### src/rtl/servo_pwm_capture.sv
// RC-servo PWM capture: measures high time and rising-to-rising period in whole microseconds.
// Optional glitch filter on the synchronized input is enabled by defining SERVO_CAPTURE_GLITCH_FILTER_EN.
module servo_pwm_capture #(
  parameter int CLK_HZ     = 50000000,
  parameter int TIMEOUT_US = 25000,
  parameter int FILTER_LEN = 8
) (
  input  logic        clk,
  input  logic        reset_n,
  input  logic        pwm_in,
  input  logic        enable,
  output logic [15:0] width_us,
  output logic [15:0] period_us,
  output logic        sample_valid,
  output logic        signal_lost
);

  localparam int TICK_DIV = CLK_HZ / 1000000;
  localparam int PRE_W    = (TICK_DIV > 1) ? $clog2(TICK_DIV) : 1;
  localparam logic [PRE_W-1:0] PRE_LAST = PRE_W'(TICK_DIV - 1);
  localparam logic [15:0] TO_LAST = 16'(TIMEOUT_US - 1);
  // Cycles after reset before lvl reflects pwm_in; covers the longest input pipeline.
  localparam int SETTLE = 2 + FILTER_LEN;
  localparam int SET_W  = $clog2(SETTLE + 1);
  localparam logic [SET_W-1:0] SET_LAST = SET_W'(SETTLE);

  typedef enum logic [1:0] {WAIT_LOW, WAIT_RISE, MEAS_HIGH, MEAS_LOW} state_t;

  state_t           state, state_nx;
  logic             sync_meta, sync_lvl, lvl, lvl_d;
  logic             rise, fall, tick, to_hit, rise_acc, fall_acc, edge_acc;
  logic             take_sample, latch_width, lose, settled;
  logic [PRE_W-1:0] pre;
  logic [SET_W-1:0] settle_cnt;
  logic [15:0]      high_cnt, period_cnt, timeout_cnt, width_hold;

  always_ff @(posedge clk or negedge reset_n) begin
    if (!reset_n) begin
      sync_meta <= 1'b0;
      sync_lvl  <= 1'b0;
    end else begin
      sync_meta <= pwm_in;
      sync_lvl  <= sync_meta;
    end
  end

`ifdef SERVO_CAPTURE_GLITCH_FILTER_EN
  localparam int FLT_W = $clog2(FILTER_LEN + 1);
  localparam logic [FLT_W-1:0] FLT_LAST = FLT_W'(FILTER_LEN - 1);
  logic [FLT_W-1:0] flt_cnt;
  logic             flt_lvl;

  // lvl follows sync_lvl only once the new value has held FILTER_LEN cycles.
  always_ff @(posedge clk or negedge reset_n) begin
    if (!reset_n) begin
      flt_cnt <= '0;
      flt_lvl <= 1'b0;
    end else if (sync_lvl == flt_lvl) begin
      flt_cnt <= '0;
    end else if (flt_cnt == FLT_LAST) begin
      flt_cnt <= '0;
      flt_lvl <= sync_lvl;
    end else begin
      flt_cnt <= flt_cnt + 1'b1;
    end
  end
  assign lvl = flt_lvl;
`else
  assign lvl = sync_lvl;
`endif

  assign rise     = lvl & ~lvl_d;
  assign fall     = ~lvl & lvl_d;
  assign tick     = (pre == PRE_LAST);
  assign to_hit   = tick && (timeout_cnt == TO_LAST);
  assign rise_acc = enable && rise && (state == WAIT_RISE || state == MEAS_LOW);
  assign fall_acc = enable && fall && (state == MEAS_HIGH);
  assign edge_acc = rise_acc | fall_acc;
  assign settled  = (settle_cnt == SET_LAST);

  always_ff @(posedge clk or negedge reset_n) begin
    if (!reset_n) state <= WAIT_LOW;
    else          state <= state_nx;
  end

  always_comb begin
    state_nx = state;
    if (!enable) begin
      state_nx = WAIT_LOW;
    end else begin
      case (state)
        WAIT_LOW:  if (!lvl && settled) state_nx = WAIT_RISE;
        WAIT_RISE: if (rise) state_nx = MEAS_HIGH;
                   else if (to_hit) state_nx = WAIT_LOW;
        MEAS_HIGH: if (fall) state_nx = MEAS_LOW;
                   else if (to_hit) state_nx = WAIT_LOW;
        MEAS_LOW:  if (rise) state_nx = MEAS_HIGH;
                   else if (to_hit) state_nx = WAIT_LOW;
        default:   state_nx = WAIT_LOW;
      endcase
    end
  end

  // An accepted edge in the same cycle as the timeout wins.
  always_comb begin
    take_sample = 1'b0;
    latch_width = 1'b0;
    lose        = 1'b0;
    if (enable) begin
      take_sample = rise_acc && (state == MEAS_LOW);
      latch_width = fall_acc;
      lose        = to_hit && !edge_acc;
    end
  end

  always_ff @(posedge clk or negedge reset_n) begin
    if (!reset_n) begin
      lvl_d        <= 1'b0;
      settle_cnt   <= '0;
      pre          <= '0;
      high_cnt     <= '0;
      period_cnt   <= '0;
      timeout_cnt  <= '0;
      width_hold   <= '0;
      width_us     <= '0;
      period_us    <= '0;
      sample_valid <= 1'b0;
      signal_lost  <= 1'b1;
    end else begin
      lvl_d        <= lvl;
      sample_valid <= take_sample;
      if (!settled) settle_cnt <= settle_cnt + 1'b1;

      // The tick landing on the closing edge still counts, so whole microseconds are kept.
      if (take_sample) begin
        width_us    <= width_hold;
        period_us   <= period_cnt + {15'd0, tick};
        signal_lost <= 1'b0;
      end else if (lose) begin
        signal_lost <= 1'b1;
      end
      if (latch_width) width_hold <= high_cnt + {15'd0, tick};

      if (!enable || rise_acc || tick) pre <= '0;
      else                             pre <= pre + 1'b1;

      if (!enable || rise_acc) begin
        high_cnt   <= '0;
        period_cnt <= '0;
      end else if (tick) begin
        if (state == MEAS_HIGH) high_cnt <= high_cnt + 1'b1;
        if (state == MEAS_HIGH || state == MEAS_LOW) period_cnt <= period_cnt + 1'b1;
      end

      if (!enable || edge_acc || lose) timeout_cnt <= '0;
      else if (tick)                   timeout_cnt <= timeout_cnt + 1'b1;
    end
  end

endmodule
### config.mk
export PLATFORM = sky130hd
export DESIGN_NAME = servo_pwm_capture
export DESIGN_NICKNAME = d
export VERILOG_FILES = /design/src/rtl/servo_pwm_capture.sv
export SDC_FILE = /design/constraint.sdc
export NUM_CORES = 1
export LEC_CHECK = 0
export ABC_AREA = 1
export CAP_MARGIN = 25
export CORE_UTILIZATION = 40
export DETAILED_ROUTE_END_ITERATION = 16
export PLACE_DENSITY = 0.63
export SYNTH_ARGS = -nofsm -noshare
export SYNTH_HDL_FRONTEND = slang
export SYNTH_SLANG_ARGS = --single-unit
### constraint.sdc
create_clock -name clk -period 2.8 [get_ports clk]
set_input_delay 0.56 -clock clk [delete_from_list [all_inputs] [get_ports clk]]
set_output_delay 0.56 -clock clk [all_outputs]
set_load 0.05 [all_outputs]
==> metrics.md <==
| Metric | Value |
|---|---|
| Final setup viols | 0 |
| Levels on crit path | 1 |
| CP startpoint | signal_lost |
| Routed WL | ~14000 um |
| Routability congestion estimate | between 0.8 and 0.9 |
| Clk_lat worst skew | 430 ps |
| Sequential Power Share | 38.2% |
| Worst-path clk slew | about 60 ps |
| Max stage delay on crit path | around 800 ps |
| Synthesized area | just over 6000 um2 |
| Max H-tree Level | 4 |
| Placed Area | 6630 um2 |
| Grt ovf | 0 |
| Post-CTS Setup Bufs | 0 |
| Post-cts resize count | 0 |
| R2R depth | 12 |
| Violated checks | design-rule violations |
| Largest net degree at the start of global routing | between 40 and 50 |
| Avg WL per Cell | 13.3 um |
| Fmax | around 430 MHz |
| Post-DRT Antenna Nets | 0 |
| Drt first pass iters | 10 |
| Final Max Slew Viols | 0 |
| Met1 global-route usage | between 20% and 30% |
| IO buf count | 37 |
| Top-level I/O count | 38 |
| Synth cell types | 29 |
| Top Family by Delay on Critical Path | buffers and inverters |
| Hold_buf cts | 0 |
| Cts bufs inserted | 17 |
| CTS root buf | clkbuf_16 |
| Reg2reg end | width_hold[10] |
| Outcome | finished, violations left |
| Worst Path Buf+Inv | 1 |
| Initial antenna violation count | 0 |
| Switch share | between 20% and 30% |
| Crit path cell chain | clkdlybuf4s50_1 |
| ANT cells | 0 |
| Starting Density | about two fifths |
| DRC | 3 |
| MaxCap Viol Count | 0 |
| Initial DRC Count | 274 |
| Net count after synthesis | 827 |
| Crit-path slowest cell | clkdlybuf4s50_1 |
| CP endpoint | signal_lost |
| Clk buf depth | 2 |
| Crit path DAT | 1770 ps |
| Met2 Track Usage GR | between 20 and 30% |
| Die area | 15700 um2 |
| Clock power frac | between 50% and 60% |
| Synth warn | 0 |
| Layout area overhead | 20.0% |
| HP Class | in -> async |
| Worst EP required | 2240 ps |
| R2R setup slack | about 560 ps |
| Net total in the final layout | just under 900 |
| R2R Path Start | pre[1] |
| Die outline width | 125 um |
| Logic pwr share | approximately 7.3% |
| Core Area | about 15000 um2 |
| Met3 Resource Use GR | around 5.3% |
| Share of cells above drive strength 1 | ~7.6% |
| Vias in the first global route | 4925 |
| Slew HR | 56.1% |
| Die Height | 125 um |
| Skew final | 12.2 ps |
| Sequential share of the synthesized area | around 46% |
| Synth Register Bits | ~110 |
| RSZ-0062 raised after global routing | no |
| CTS sink cnt | approximately 110 |
| TritonCTS clock tree | done |
| Via/cell ratio | just under 5 |
| Total global-route track usage | 19.1% |
| Worst setup path class | reg -> out |
| Int Pwr | around 3500 uW |
| Measured slew at the worst slew-check pin | ~660 ps |
| Leak Pwr | 0.00333 uW |
| Fin area | 7310 um2 |
| First-pass GRT wire length | approximately 24000 um |
| Mapped Cells | ~810 |
| IR drop worst, VDD | 423 uV |
| Syn Area/Cell | 7.50 um2 |
| HPWL after DPL | ~9600 um |
| FP Rows | 44 |
| Hold slack final | 140 ps |
| Period utilization | 83.3% |
| Pre-CTS setup slack | 415 ps |
| NetSw | roughly 1100 uW |
| Hold Fails Final Rpt | 0 |
| CP Launch Type | flip-flop |
| Vias | ~5.2k |
| Peak fanout along the critical path | 2 |
| Setup ws final | between 400 and 500 ps |
| Post-Route Setup TNS | 0 ps |
| Pwr/cell area | ~630 nW/um2 |
| Post-layout min period | 2330 ps |
| GR peak layer | met2 |
| Crit end category | primary output |
layer usage:
metal | routed length [um] | vias to the layer above
met5 | 0 | -
met4 | 127 | 0
met3 | 526 | 11
met2 | 6310 | 89
met1 | 7010 | 2371
li1 | - | 2709
state kept, by name (all words and copies together), names as in the netlist:
name	flops
state	2
width_hold	16
high_cnt	16
sample_valid	1
signal_lost	1
timeout_cnt	16
lvl	1
period_cnt	16
period_us	16
settle_cnt	4
width_us	16
sync_meta	1
lvl_d	1
pre	6
cells by family after synthesis:
kind of cell,count (synthesis),synth area share (%)
and+or+nand+nor,456,32.7
buffers and inverters,117,7.88
DFF,113,46.4
AOI/OAI and AO/OA,97,8.13
xor gates and xnor gates,18,2.59
adders and majority gates,11,2.26
final cells by class:
class	count	area (um2)
inverter	97	364
sequential	113	2830
clock buffer	19	453
timing repair buffer	42	418
clock inverter	12	230
multi-input combinational	582	2790
fill	1401	7380
tap	184	230
synthesized netlist by cell type:
library cell    n  area, um2
nand2_1       232        871
dfrtp_1       112       2800
nor2_1         98        368
inv_1          89        334
nand3_1        63        315
o21ai_0        48        240
nand4_1        38        238
o21ai_1        24        120
a21oi_1        18       90.1
buf_2          15       75.1
xor2_1         15        131
ha_1           11        138
inv_2           8       30.0
a31oi_1         6       37.5
nor2_2          6       37.5
buf_4           4       30.0
nand2_2         4       25.0
nor2_4          4       45.0
nor3_1          3       15.0
xnor2_1         3       26.3
nand2_4         2       22.5
nand3_2         2       20.0
and3_1          1       6.26
buf_6           1       11.3
dfstp_2         1       26.3
nor3_2          1       10.0
nor3b_1         1       7.51
nor3b_2         1       12.5
o31ai_1         1       7.51
how the worst min path moves through the flow:
stage / start / end / depth (start not counted)
after floorplan: reset_n / high_cnt[0] / 0
after global placement: sync_meta / lvl / 0
after detailed placement: sync_meta / lvl / 0
after CTS: reset_n / timeout_cnt[4] / 1
after global routing: reset_n / timeout_cnt[4] / 1
final: reset_n / timeout_cnt[4] / 1
power groups by stage:
| stage | Combinational (uW) | Sequential (uW) | Clock (uW) |
|---|---|---|---|
| after floorplan | 141 | 1860 | 0 |
| after global placement | 339 | 1800 | 0 |
| after detailed placement | 343 | 1800 | 0 |
| after CTS | 344 | 1770 | 2570 |
| after global routing | 376 | 1780 | 2640 |
| final | 338 | 1770 | 2520 |
cell usage in the layout, fill, tap and decap left out, types with 8 or more instances in the layout:
| master | synthesis | routed |
|---|---|---|
| nand2_1 | 232 | 232 |
| dfrtp_1 | 112 | 112 |
| nor2_1 | 98 | 98 |
| inv_1 | 89 | 89 |
| nand3_1 | 63 | 63 |
| o21ai_0 | 48 | 48 |
| nand4_1 | 38 | 38 |
| clkdlybuf4s50_1 | 0 | 36 |
| o21ai_1 | 24 | 24 |
| a21oi_1 | 18 | 18 |
| clkbuf_16 | 0 | 17 |
| xor2_1 | 15 | 15 |
| ha_1 | 11 | 11 |
| inv_2 | 8 | 8 |
per-stage QoR:
stage | power (uW) | std cells | util (%)
6_report | 4630 | 1049 | 49.8
5_1_grt | 4800 | 1049 | 49.8
3_5_place_dp | 2140 | 1018 | 45.1
3_3_place_gp | 2140 | 1018 | 45.1
2_1_floorplan | 2000 | 812 | -
4_1_cts | 4680 | 1049 | 49.8
No activity file was read; power rests on OpenSTA's default activity.
